===== config.mk =====
export PLATFORM = sky130hd
export DESIGN_NAME = trap_sequencer
export DESIGN_NICKNAME = d
export VERILOG_FILES = /design/src/rtl/trap_sequencer.sv
export SDC_FILE = /design/constraint.sdc
export NUM_CORES = 1
export LEC_CHECK = 0
export BUFFER_PORTS_ARGS = -buffer_cell sky130_fd_sc_hd__buf_2
export CAP_MARGIN = 30
export CELL_PAD_IN_SITES_DETAIL_PLACEMENT = 2
export CELL_PAD_IN_SITES_GLOBAL_PLACEMENT = 2
export CORE_AREA = 2 2 306 308
export CTS_BUF_LIST = sky130_fd_sc_hd__clkbuf_4 sky130_fd_sc_hd__clkbuf_8
export CTS_CLUSTER_DIAMETER = 200
export CTS_CLUSTER_SIZE = 10
export DETAILED_ROUTE_END_ITERATION = 12
export DIE_AREA = 0 0 308 310
export PLACE_DENSITY = 0.46
export SLEW_MARGIN = 20
export SYNTH_ARGS = -nofsm -noshare
export SYNTH_HDL_FRONTEND = slang
export SYNTH_SLANG_ARGS = --single-unit

===== constraint.sdc =====
create_clock -name clk -period 1.9 [get_ports clk]
set_input_delay 0.38 -clock clk [delete_from_list [all_inputs] [get_ports clk]]
set_output_delay 0.38 -clock clk [all_outputs]
set_load 0.05 [all_outputs]

===== src/rtl/trap_sequencer.sv =====
// trap_sequencer: arbitrates synchronous exceptions, pending interrupts and
// mret, drives the machine-mode trap/xret CSR update ports, then flushes the
// pipeline and redirects fetch to the trap handler or to mepc.
//
// Optional feature: define TRAP_VECTORED_MTVEC_EN to honour mtvec mode 1
// (vectored) for interrupts. Without it every trap goes to the mtvec base.
//
// state    | meaning
// ---------+-----------------------------------------------------------
// IDLE     | normal execution, watching for exception / mret / interrupt
// DRAIN    | interrupt pending, issue held until the pipeline is empty
// TRAP     | one cycle: trap CSR update + flush
// XRET     | one cycle: mret CSR update + flush
// REDIRECT | redirect offered to fetch until accepted

`ifndef XLEN
`define XLEN 64
`endif
`ifndef ALEN
`define ALEN 64
`endif
`ifndef PLATFORM_INTR_LEN
`define PLATFORM_INTR_LEN 16
`endif
`ifndef INTR_LEN
`define INTR_LEN (16 + `PLATFORM_INTR_LEN)
`endif

module trap_sequencer (
  input  logic                 clk,
  input  logic                 rst_n,
  input  logic                 exc_valid,
  input  logic [3:0]           exc_cause,
  input  logic [`ALEN-1:0]     exc_pc,
  input  logic [`XLEN-1:0]     exc_tval,
  input  logic                 mret_valid,
  input  logic                 pipe_empty,
  input  logic [`ALEN-1:0]     resume_pc,
  input  logic [`XLEN-1:0]     mstatus,
  input  logic [`INTR_LEN-1:0] mie,
  input  logic [`INTR_LEN-1:0] mip,
  input  logic [`XLEN-1:0]     mtvec,
  input  logic [`ALEN-1:0]     mepc,
  input  logic [1:0]           privilege_mode,
  input  logic                 redirect_ready,
  output logic                 trap_do_update,
  output logic [`XLEN-1:0]     trap_mcause,
  output logic [`ALEN-1:0]     trap_mepc,
  output logic [`XLEN-1:0]     trap_mtval,
  output logic                 xret_do_update,
  output logic                 xret_completing,
  output logic [`XLEN-1:0]     xret_new_mstatus,
  output logic [1:0]           xret_new_privilege_mode,
  output logic                 issue_hold,
  output logic                 flush,
  output logic                 redirect_valid,
  output logic [`ALEN-1:0]     redirect_pc
);

  localparam int CW = $clog2(`INTR_LEN);

  typedef enum logic [2:0] {
    S_IDLE     = 3'd0,
    S_DRAIN    = 3'd1,
    S_TRAP     = 3'd2,
    S_XRET     = 3'd3,
    S_REDIRECT = 3'd4
  } state_t;

  state_t              r_state;
  state_t              w_state_nxt;

  logic [`XLEN-1:0]    r_mcause;
  logic [`ALEN-1:0]    r_mepc;
  logic [`XLEN-1:0]    r_mtval;
  logic [`ALEN-1:0]    r_redirect_pc;
  logic                r_is_intr;
  logic [CW-1:0]       r_code;

  logic [`INTR_LEN-1:0] w_pend;
  logic                w_intr_pending;
  logic [CW-1:0]       w_intr_code;
  logic [`XLEN-1:0]    w_trap_target;
  logic [`XLEN-1:0]    w_mstatus_ret;
  logic                w_take_exc;
  logic                w_take_intr;
  logic                w_unused;

  assign w_pend         = mip & mie;
  assign w_intr_pending = (|w_pend) && (mstatus[3] || (privilege_mode < 2'd3));

  // Interrupt code: highest platform bit, then MTI. Any other standard bit
  // (not expected to be wired) falls back to the highest one set so a
  // pending interrupt always has a defined code.
  always_comb begin
    w_intr_code = '0;
    for (int i = 0; i < 16; i++) begin
      if (w_pend[i]) w_intr_code = CW'(i);
    end
    if (w_pend[7]) w_intr_code = CW'(7);
    for (int i = 16; i < `INTR_LEN; i++) begin
      if (w_pend[i]) w_intr_code = CW'(i);
    end
  end

  // Handler address for the trap being taken.
  always_comb begin
    w_trap_target = {mtvec[`XLEN-1:2], 2'b00};
`ifdef TRAP_VECTORED_MTVEC_EN
    if (r_is_intr && (mtvec[1:0] == 2'b01)) begin
      w_trap_target = {mtvec[`XLEN-1:2], 2'b00} + (`XLEN'(r_code) << 2);
    end
`endif
  end

  // mstatus after mret: MIE <- MPIE, MPIE <- 1, MPP <- M.
  always_comb begin
    w_mstatus_ret        = mstatus;
    w_mstatus_ret[3]     = mstatus[7];
    w_mstatus_ret[7]     = 1'b1;
    w_mstatus_ret[12:11] = 2'b11;
  end

  // State register.
  always_ff @(posedge clk or negedge rst_n) begin
    if (!rst_n) r_state <= S_IDLE;
    else        r_state <= w_state_nxt;
  end

  // Next state and per-state outputs. An mret committing during DRAIN is
  // honoured rather than lost; the interrupt is re-evaluated afterwards.
  // Issue stays held from DRAIN until the redirect is accepted.
  always_comb begin
    w_state_nxt             = r_state;
    trap_do_update          = 1'b0;
    xret_do_update          = 1'b0;
    xret_completing         = 1'b0;
    xret_new_mstatus        = '0;
    xret_new_privilege_mode = 2'b00;
    issue_hold              = 1'b0;
    flush                   = 1'b0;
    redirect_valid          = 1'b0;
    case (r_state)
      S_IDLE: begin
        if (exc_valid)           w_state_nxt = S_TRAP;
        else if (mret_valid)     w_state_nxt = S_XRET;
        else if (w_intr_pending) w_state_nxt = S_DRAIN;
      end
      S_DRAIN: begin
        issue_hold = 1'b1;
        if (exc_valid)       w_state_nxt = S_TRAP;
        else if (mret_valid) w_state_nxt = S_XRET;
        else if (pipe_empty) w_state_nxt = w_intr_pending ? S_TRAP : S_IDLE;
      end
      S_TRAP: begin
        trap_do_update = 1'b1;
        flush          = 1'b1;
        issue_hold     = 1'b1;
        w_state_nxt    = S_REDIRECT;
      end
      S_XRET: begin
        xret_do_update          = 1'b1;
        xret_completing         = 1'b1;
        xret_new_mstatus        = w_mstatus_ret;
        xret_new_privilege_mode = mstatus[12:11];
        flush                   = 1'b1;
        issue_hold              = 1'b1;
        w_state_nxt             = S_REDIRECT;
      end
      S_REDIRECT: begin
        redirect_valid = 1'b1;
        issue_hold     = 1'b1;
        if (redirect_ready) w_state_nxt = S_IDLE;
      end
      default: w_state_nxt = S_IDLE;
    endcase
  end

  assign w_take_exc  = ((r_state == S_IDLE) || (r_state == S_DRAIN)) && exc_valid;
  assign w_take_intr = (r_state == S_DRAIN) && (w_state_nxt == S_TRAP) && !exc_valid;

  // Trap record capture and redirect target latch (held stable in REDIRECT).
  always_ff @(posedge clk or negedge rst_n) begin
    if (!rst_n) begin
      r_mcause      <= '0;
      r_mepc        <= '0;
      r_mtval       <= '0;
      r_redirect_pc <= '0;
      r_is_intr     <= 1'b0;
      r_code        <= '0;
    end else begin
      if (w_take_exc) begin
        r_mcause  <= {{(`XLEN-4){1'b0}}, exc_cause};
        r_mepc    <= exc_pc;
        r_mtval   <= exc_tval;
        r_is_intr <= 1'b0;
      end else if (w_take_intr) begin
        r_mcause  <= {1'b1, {(`XLEN-1-CW){1'b0}}, w_intr_code};
        r_mepc    <= resume_pc;
        r_mtval   <= '0;
        r_is_intr <= 1'b1;
        r_code    <= w_intr_code;
      end
      if (r_state == S_TRAP)      r_redirect_pc <= w_trap_target[`ALEN-1:0];
      else if (r_state == S_XRET) r_redirect_pc <= mepc;
    end
  end

  assign trap_mcause = r_mcause;
  assign trap_mepc   = r_mepc;
  assign trap_mtval  = r_mtval;
  assign redirect_pc = r_redirect_pc;

  // Mode bits and interrupt code only matter in the vectored build.
  assign w_unused = ^{mtvec[1:0], r_is_intr, r_code};

endmodule

==> metrics.csv <==
metric,value,unit
critPathCaptureType,output pin,
cts_tree,done,
ios,788,
cts_buffer_depth,3,
rsz0062_at_grt,true,
clock_skew,0.0159,ns
grt_max_degree,113,
port_buffers,727,
synth.largest_area_cell,dfrtp_1,
die_x,308,um
dieArea,95500,sq um
ys_top_cells_by_area,"dfrtp_1, mux2i_1, nand2_1",
grt_usage,13.4,%
worstSkewPairLatency,0.61,ns
antenna_left,0,
synth_xor_xnor_area_share,0.0858,%
fmax,408,MHz
slew_viol_final,0,
cts_max_level,1,
fillers,10600,
reg2reg_depth,12,
wl,70400,um
vias,12600,
wl_met3,5410,um
viasPerCell,3.74,
muxShareOfSynthArea,12.8,%
dr.pass1.iters,5,
p_per_area,1530,nW/um^2
hold_viol,0,
yosysWarnings,0,
setup_viol,206,
drive_gt1_share,49.2,%
dr.first_iter.drc_count,334,
ys_seq_area_share,49.3,%
swShare,54.5,%
overflow,0,
wl_per_cell,20.9,um
dpl.hpwl,50600,um
critPathCapture,xret_new_mstatus[52],
syn_area,10200,sq um
core_area,92500,sq um
start_kind,flip-flop,
outcome,"complete, but fails checks",
final_util,22.9,%
cap_violations,0,
min_period,2.45,ns
multi_input_area,5130,sq um
timing.rr.start,r_state[2],
p_leak,9.98,nW
yosysMostFrequentCell,nand2_1,
synthSimpleGateAreaFrac,16.4,%
combPwrFrac,67.5,%
violations,negative setup slack,
grt_pass1_wl,94900,um
regArea,5030,sq um
fp.dieH,310,um
synthArstFlopShare,100,%
fin_total_pwr,32.4,mW
cts_made_buffers,24,
synth_top_area_share,49.3,%
antenna_found_initial,20,
p_sw,17.7,mW
first_global_vias,14000,
synth_top_family_by_area,simple AND/OR/NAND/NOR gates,
row_count,112,
rrSetupSlack,-0.37,ns
synth_ff_type,dfrtp_1,
synth_edf_count,0,
r2r_end,trap_mcause[2],
area_growth,107,%
clock_sinks,201,
cp.required,1.52,ns
crit_arrival,2.07,ns
initial_core_util,11.0,%
top_layer,met5,
synth.distinct_cells,46,
fin_ws,-0.549,ns
ir_drop,0.691,mV
synthTopCellsByCount,"nand2_1, dfrtp_1, o21ai_0",
synth_fa_ha_area_share,0,%
startpoint,r_state[2],
clkPwrFrac,9.4,%
syn_inst,1104,
ys_ff_latch,201,
drc,0,
nNetsFinal,2621,
finalCritPeriodShare,129,%
avgSynthCellArea,9.25,sq um
wl_met1,24300,um
internal_power,14.7,mW
cts.clk_slew.worst_paths,0.08,ns
cts_root_buf,clkbuf_8,
critical_path_class,flip-flop to output pin,
synth-compound-area-share,13.4,%
crit_fanout,6,
wl_met2,38100,um
routabilityCongestion,0.798,
hp-class,input pin to flip-flop,
p_seq_share,23.1,%
==> per-layer routing <==
layer	GRT usage, %	up-vias
met2	26.4	511
met4	4.29	28
li1	-	5795
met5	0	-
met1	13.4	6153
met3	4.03	94
==> power by group through the flow <==
stage | clock network [mW] | registers, mW | logic [mW]
final | 3.03 | 7.50 | 21.9
after detailed placement | 0 | 7.52 | 18.3
after floorplan | 0 | 14.4 | 5.26
after global placement | 0 | 7.44 | 18.0
after CTS | 3.30 | 7.51 | 20.6
after global routing | 3.42 | 7.80 | 23.2
==> timing repair <==
action	CTS	global route
endpoints found under the setup margin	172	207
buffers inserted	36	39
pin swaps	27	40
hold endpoints to repair	207	0
cloned	20	16
resized for setup	290	158
hold buffers	201	0
==> sequential cells by signal, indices dropped and copies added (netlist names) <==
signal and count:
trap_mepc 64, trap_mcause 6, redirect_pc 64, r_state 3, trap_mtval 64
==> logic make-up (layout without fill, tap and decap cells) <==
kind of cell	Yosys count	after routing
other	1	62
muxes	130	130
buffers and inverters	145	1147
DFF	201	201
and+or+nand+nor	383	383
AOI/OAI and AO/OA	243	243
xor gates and xnor gates	1	1
==> critical path, stage by stage (launching register included) <==
cell	delay [ns]
dfrtp_1	0.40
buf_6	0.12
nand2b_4	0.16
clkinv_8	0.09
buf_12	0.15
buf_8	0.12
and3_4	0.26
buf_12	0.15
==> placed cells by master (no fill, tap or decap), drive strengths merged, types with 2 or more instances in the layout <==
cell	Yosys	routed
dlygate4sd3	0	201
inv	3	3
nand3	7	7
and2	6	6
dfrtp	201	201
a22o	7	7
a32oi	3	3
nor2	10	10
nand4	2	2
o211ai	2	2
a222oi	3	3
a31oi	2	2
a22oi	9	9
and3	64	64
a311oi	2	2
diode	0	4
o21ai	199	199
nand3b	2	2
mux2	3	3
a221oi	2	2
buf	74	899
nand2	287	287
mux2i	127	127
clkbuf	68	43
or4	2	2
conb	1	58
a21oi	3	3
==> metrics by stage <==
step	cell area, sq um	setup slack (ns)	setup TNS, ns	hold slack, ns	cells
floorplan	10600	-0.312	-19.70	0.0844	1161
finish	21100	-0.549	-60.90	0.0531	3364
CTS	20200	-0.640	-78.76	0.0000856	3319
detailed placement	16200	-0.675	-75.82	0.332	3035
global placement	16200	-0.588	-64.38	0.329	3035
global route	21100	-0.637	-86.44	0.00316	3361
==> worst min path at each step <==
stage / start / endpoint / slack, ns / cells after the start
CTS: mepc[3] / redirect_pc[3] / 0.00009 / 3
global placement: rst_n / trap_mepc[2] / 0.33 / 1
global route: resume_pc[14] / trap_mepc[14] / 0.003 / 3
detailed placement: rst_n / trap_mtval[20] / 0.33 / 1
finish: resume_pc[15] / trap_mepc[15] / 0.05 / 3
floorplan: rst_n / r_state[0] / 0.08 / 0
==> final cells by class <==
class	count	area share, %
sequential	201	23.8
clock inverter	1	0.0414
inverter	3	0.112
antenna	4	0.0473
clock buffer	27	1.70
multi-input combinational	815	24.3
tap	1197	7.08
timing repair buffer	1116	42.9
(Power assumes the default switching activity.)
